## config.mk

```make
export PLATFORM = sky130hd
export DESIGN_NAME = immediate_packer
export DESIGN_NICKNAME = d
export VERILOG_FILES = /design/src/rtl/immediate_packer.sv
export SDC_FILE = /design/constraint.sdc
export NUM_CORES = 1
export LEC_CHECK = 0
export CAP_MARGIN = 0
export CORE_MARGIN = 5
export CORE_UTILIZATION = 41
export DETAILED_ROUTE_END_ITERATION = 8
export GPL_ROUTABILITY_DRIVEN = 1
export HOLD_SLACK_MARGIN = 0.12
export PLACE_DENSITY = 0.68
export SKIP_CTS_REPAIR_TIMING = 1
export SYNTH_ARGS = -nofsm -noshare
export SYNTH_HDL_FRONTEND = slang
export SYNTH_SLANG_ARGS = --single-unit
```

## constraint.sdc

```tcl
create_clock -name clk -period 2.9 [get_ports clk]
set_clock_uncertainty 0.2 [all_clocks]
set_input_delay 0.725 -clock clk [delete_from_list [all_inputs] [get_ports clk]]
set_output_delay 0.725 -clock clk [all_outputs]
set_load 0.05 [all_outputs]
```

## src/rtl/immediate_packer.sv

```systemverilog
// rtl/immediate_packer.sv - packs a 32-bit immediate into an instruction word's format fields
// Optional feature macro: IMM_PACKER_ERR_COUNT_EN (saturating 16-bit error counter with sync clear)
module immediate_packer #(
  parameter int XLEN = 32
) (
  input  logic            clk,
  input  logic            rst_n,
  input  logic            in_valid,
  output logic            in_ready,
  input  logic [2:0]      immediate_source,
  input  logic [XLEN-1:0] imm_value,
  input  logic [XLEN-1:0] base_instr,
  output logic            out_valid,
  input  logic            out_ready,
  output logic [XLEN-1:0] out_instr,
  output logic            out_err
`ifdef IMM_PACKER_ERR_COUNT_EN
  ,
  input  logic            err_count_clr,
  output logic [15:0]     err_count
`endif
);

  typedef enum logic [1:0] {
    S_IDLE  = 2'd0,
    S_CHECK = 2'd1,
    S_OUT   = 2'd2
  } state_t;

  localparam logic [2:0] SRC_I = 3'b000;
  localparam logic [2:0] SRC_S = 3'b001;
  localparam logic [2:0] SRC_B = 3'b010;
  localparam logic [2:0] SRC_J = 3'b011;
  localparam logic [2:0] SRC_U = 3'b100;

  state_t          r_state;
  logic            r_in_ready;
  logic            r_out_valid;
  logic            r_out_err;
  logic [XLEN-1:0] r_out_instr;
  logic [2:0]      r_src;
  logic [XLEN-1:0] r_imm;
  logic [XLEN-1:0] r_base;

  // Sign-extension checks: the upper bits that the decoder would rebuild
  // from the field's sign bit must all equal that sign bit.
  logic            w_fits_12;
  logic            w_fits_13;
  logic            w_fits_21;
  logic            w_low_zero;
  logic            w_err;
  logic [XLEN-1:0] w_field;
  logic [XLEN-1:0] w_packed;

  assign w_fits_12  = (&r_imm[31:11]) | ~(|r_imm[31:11]);
  assign w_fits_13  = (&r_imm[31:12]) | ~(|r_imm[31:12]);
  assign w_fits_21  = (&r_imm[31:20]) | ~(|r_imm[31:20]);
  assign w_low_zero = ~(|r_imm[11:0]);

  // Representability check and field scatter for the captured request
  always_comb begin
    w_err   = 1'b1;
    w_field = r_base;
    case (r_src)
      SRC_I: begin
        w_err   = ~w_fits_12;
        w_field = {r_imm[11:0], r_base[19:0]};
      end
      SRC_S: begin
        w_err   = ~w_fits_12;
        w_field = {r_imm[11:5], r_base[24:12], r_imm[4:0], r_base[6:0]};
      end
      SRC_B: begin
        w_err   = ~w_fits_13 | r_imm[0];
        w_field = {r_imm[12], r_imm[10:5], r_base[24:12],
                   r_imm[4:1], r_imm[11], r_base[6:0]};
      end
      SRC_J: begin
        w_err   = ~w_fits_21 | r_imm[0];
        w_field = {r_imm[20], r_imm[10:1], r_imm[11], r_imm[19:12], r_base[11:0]};
      end
      SRC_U: begin
        w_err   = ~w_low_zero;
        w_field = {r_imm[31:12], r_base[11:0]};
      end
      default: begin
        w_err   = 1'b1;
        w_field = r_base;
      end
    endcase
  end

  // An unencodable request passes the base word through untouched
  assign w_packed = w_err ? r_base : w_field;

  // Control FSM: capture in IDLE, compute in CHECK, hold result in OUT
  always_ff @(posedge clk or negedge rst_n) begin
    if (!rst_n) begin
      r_state     <= S_IDLE;
      r_in_ready  <= 1'b1;
      r_out_valid <= 1'b0;
      r_out_err   <= 1'b0;
      r_out_instr <= '0;
      r_src       <= '0;
      r_imm       <= '0;
      r_base      <= '0;
    end else begin
      case (r_state)
        S_IDLE: begin
          if (in_valid && r_in_ready) begin
            r_src      <= immediate_source;
            r_imm      <= imm_value;
            r_base     <= base_instr;
            r_in_ready <= 1'b0;
            r_state    <= S_CHECK;
          end
        end
        S_CHECK: begin
          r_out_instr <= w_packed;
          r_out_err   <= w_err;
          r_out_valid <= 1'b1;
          r_state     <= S_OUT;
        end
        S_OUT: begin
          if (out_ready) begin
            r_out_valid <= 1'b0;
            r_in_ready  <= 1'b1;
            r_state     <= S_IDLE;
          end
        end
        default: begin
          r_out_valid <= 1'b0;
          r_in_ready  <= 1'b1;
          r_state     <= S_IDLE;
        end
      endcase
    end
  end

  assign in_ready  = r_in_ready;
  assign out_valid = r_out_valid;
  assign out_instr = r_out_instr;
  assign out_err   = r_out_err;

`ifdef IMM_PACKER_ERR_COUNT_EN
  logic [15:0] r_err_count;
  logic        w_err_hs;

  assign w_err_hs = r_out_valid && out_ready && r_out_err;

  // Saturating count of failed encodes; clear takes priority over increment
  always_ff @(posedge clk or negedge rst_n) begin
    if (!rst_n) begin
      r_err_count <= '0;
    end else if (err_count_clr) begin
      r_err_count <= '0;
    end else if (w_err_hs && (r_err_count != 16'hFFFF)) begin
      r_err_count <= r_err_count + 16'd1;
    end
  end

  assign err_count = r_err_count;
`endif

endmodule
```

Yosys cells after proc, flatten, opt, wreduce, memory -nomap -nowiden. Cells that the tools add are included.

Input bits: 71. Logic and storage cells: 55. Bits in registers: 104. Output and inout bits: 35.

Equality and inequality tests: 8. Bitwise logic cells: 13. Multiplexer cells: 11. Reduce and logical (&&, ||, !) cells: 15.

Operators with widths (count): $pmux 32 s5 (1); $mux 32 (1); $reduce_or 12->1 (2); $reduce_and 21->1 (1); $reduce_or 21->1 (1); $reduce_and 20->1 (1); $reduce_or 20->1 (1); $reduce_and 12->1 (1); $not 1->1 (8); $eq 3x2->1 const B (2); $pmux 1 s3 (2); $pmux 2 s3 (1); $reduce_and 2->1 (3); $or 1x1->1 (5); $mux 2 (2); $ne 2x2->1 const B (2); $pmux 1 s4 (1); $eq 3x1->1 const B (1); $eq 3x3->1 const B (1); $logic_not 3->1 (1); $mux 1 (3); $reduce_and 3->1 (1); $eq 2x1->1 const B (1); $eq 2x2->1 const B (1); other kinds (3) (3).

Longest topological paths before layout.
Word-level depth: 7. Mapped depth: 9. Mapped depth without buffers: 6.

Least setup slack after synthesis. OpenSTA, ideal clock, no wires.

Kind: input port to flip-flop. Start: input port in_valid. End: register r_imm[21]. Buffers on the path: 2. Data arrival time: 1.814 ns. Setup slack: 0.761 ns. Data required time: 2.575 ns. Stages: 5. Library setup time: 0.125 ns. Cells stage by stage: nand2b_1 -> nor3b_1 -> clkbuf_1 -> clkbuf_1 -> mux2_2.

Cells in the longest elaborated chain, start to end: 2.

RTL lines: start, declared (line 8) `input logic in_valid,`; $logic_and 1x1->1 (line 110) `if (in_valid && r_in_ready) begin`; $reduce_and 2->1 (no source line); end signal, assigned (line 112) `r_imm <= imm_value;`; end, declared (line 42) `logic [XLEN-1:0] r_imm;`.

Every way passes these cells. A chain may end at the register's enable or synchronous reset.

Worst setup path in the final report.
Start: register r_in_ready, in the netlist in_ready. End: output port in_ready.

RTL lines: start, declared (line 37) `logic r_in_ready;`; start signal, assigned (line 100) `r_in_ready <= 1'b1;`; start signal, assigned (line 114) `r_in_ready <= 1'b0;`; start signal, assigned (line 127) `r_in_ready <= 1'b1;`; end, declared (line 9) `output logic in_ready,`.

No word-level cell between the ends.

==> metrics <==
# H-tree levels 3; Residual DRC 0; Async SR Flop Fraction 100%; dpl hpwl 8.81 mm; CP Capture Type output pin; Rows 40; internal power 4.20 mW; main combinational cell family by area after synthesis multiplexers; DIE HEIGHT about 120 µm; Gate power share 45.0%; Peak VDD IR 0.885 mV; routability cong. 0.911; vias in the first global route 3914; CP required 1980 ps; maxcap violations 0; via/cell ratio about 5.5; P per Cell Area 1130 nW/µm²; Syn Inst Count 424; GR Util All Layers between 15 and 20%; final WL 12.5 mm; Final Util a little over half; DR pass1 iterations 4; number of warnings issued by yosys 0; Syn Area/Cell 11.6 µm²; crit path max-delay cell type clkdlybuf4s50_1; Synth Area in Compound Gates roughly 15%; starting density of the core 41.4%; Top delay family on crit path buffers and inverters; Post-Synth XOR/XNOR Area less than 1%; post-synthesis sequential element count 104; Yosys cell types 42; Worst Max-Slew Pin Slew 683 ps; share of the synthesized area in the top cell type a little over half; Net Sw Frac 42.1%; Num Clock Sinks between 100 and 150; mux cell area share after synthesis 17.7%; Final nets 595; setup violators final 0; post-route setup TNS 0 ps; CTS tree built; Syn-to-layout area delta 30.5%; top-count cell post-synth dfrtp_1; crit-path max FO 4; PortBufs 105; Min-Delay Path Class reg -> reg; largest net degree at the start of global routing 72; Mapped Nets 495; worst setup path class reg -> out; fin crit share 91.0%; CTS Buf Count 9; ratio of cells with drive above 1 in the final layout 22.9%; WP buf/inv 1; CTS Buffer Depth 2; remaining antenna violation count 0; Seq/Total Area, Yosys ~53%; FMAX 379 MHz; Die ar. 14300 µm²; EDFF count, synth 0; critical path's largest stage delay about 800 ps; I/O pins around 110; sequential share of power 38.3%; simple-gate area share of the yosys netlist between 10% and 20%; Psw 3.06 mW; adder-cell share of the synthesized area 0%; Post-synth top flop dfrtp_1; core area 11900 µm²; clk slew on worst S/H paths 70 ps; Clock Tree Root clkbuf_16; Slew Limit Fails 0; Worst-Skew Late Latency 350 ps; global route total overflow 0; Synth Cell Area 4930 µm²; Antenna Cells 0; crit path cell chain clkdlybuf4s50_1; Data arrival, critical path about 1700 ps; min Tclk post-route 2640 ps; synth top area cells dfrtp_1 (52%), mux2_2 (15%), a211oi_2 (4.8%), a211oi_1 (4.4%), nor2_1 (3.7%); clock network power share 16.7%; status finished, final reports clean; RSZ-0062 raised after global routing false; DR vias between 3000 and 4000; Die Wd 120 µm; max_slew headroom 54.4%; critical path launch point type flip-flop; Final Hold Viols 0; leakage between 2 and 3 nW; Synth area leader dfrtp_1; first-pass GRT wire length 20.6 mm; Iteration-0 DRC Markers 179; synth cell count leaders dfrtp_1 (103), mux2_2 (65), nor2_1 (49); drt wl/cell roughly 19 µm; initial antenna violation count 0
## area by class of cell
class	count	area, µm²
repair buffers	121	1200
clock inverters	7	72.6
inverters	3	11.3
fillers	1052	5480
well taps	147	184
clock buffers	9	225
multi-input cells	285	2140
flip-flops and latches	104	2600
## worst register-to-register path: cells and delay by family, from the launching register on
family                 cells  cell delay (ps)
flip-flops                 1              410
AND/OR/NAND/NOR            4             1010
AO/OA/AOI/OAI              2              340
buffers and inverters      1              300
## path summary, 6_finish.rpt
kind                            from       endpoint  slack [ps]  depth (start not counted)
min in group asynchronous      rst_n      r_imm[18]         590                          2
max reg2reg                r_imm[26]  out_instr[30]         560                          7
min reg2reg                r_base[0]   out_instr[0]         270                          2
max in group asynchronous      rst_n       in_ready        1210                          3
min                        r_base[0]   out_instr[0]         270                          2
max                         in_ready       in_ready         260                          1
## per-layer routing
metal  up-vias  global-route usage [%]  routed length, µm  part of all wire, %
li1       1744                       -                  -                    -
met1      1847                    24.2               5730                   46
met2        99                    28.6               5950                   47
met3        15                    5.28                672                  5.4
met4         0                    5.58                196                  1.6
met5         -                       0                  0                    0
## layout by cell type, fill, tap and decap left out, types with 9 or more instances in the layout
cell type and n:
a211oi_1 29, dfrtp_1 103, mux2i_1 14, nand2_1 30, o21ai_0 11, clkdlybuf4s50_1 104, buf_4 14, mux2_2 65
a211oi_2 19, nor2_1 49, clkbuf_16 9
## cell families after synthesis
kind of cell | count (synthesis)
flops | 104
buf+inv | 35
mux | 79
xor+xnor | 1
compound gates | 90
simple gates | 115
## registers in the layout, indices dropped and copies added, names as in the netlist
signal and flops:
out_err 1, r_src 3, r_base 32, out_instr 32, in_ready 1, r_state 2
out_valid 1, r_imm 32
## per-stage QoR
| stage | instance area, µm² | std cells | hold slack, ps | total power [mW] | setup WS, ps |
|---|---|---|---|---|---|
| 5_1_grt | 6430 | 676 | 304 | 7.71 | 230 |
| 6_report | 6430 | 676 | 265 | 7.26 | 262 |
| 3_5_place_dp | 6120 | 659 | 264 | 6.07 | 259 |
| 4_1_cts | 6420 | 675 | 40.5 | 7.31 | 249 |
| 2_1_floorplan | 4930 | 424 | 229 | 4.93 | 761 |
| 3_3_place_gp | 6120 | 659 | 245 | 5.99 | 293 |
## power by group through the flow
stage	sequential, mW	combinational (mW)	clock [mW]
after CTS	2.78	3.29	1.24
after floorplan	3.36	1.57	0
after global routing	2.88	3.53	1.30
after global placement	2.77	3.21	0
after detailed placement	2.79	3.27	0
final	2.78	3.27	1.21
(Power assumes the default switching activity.)
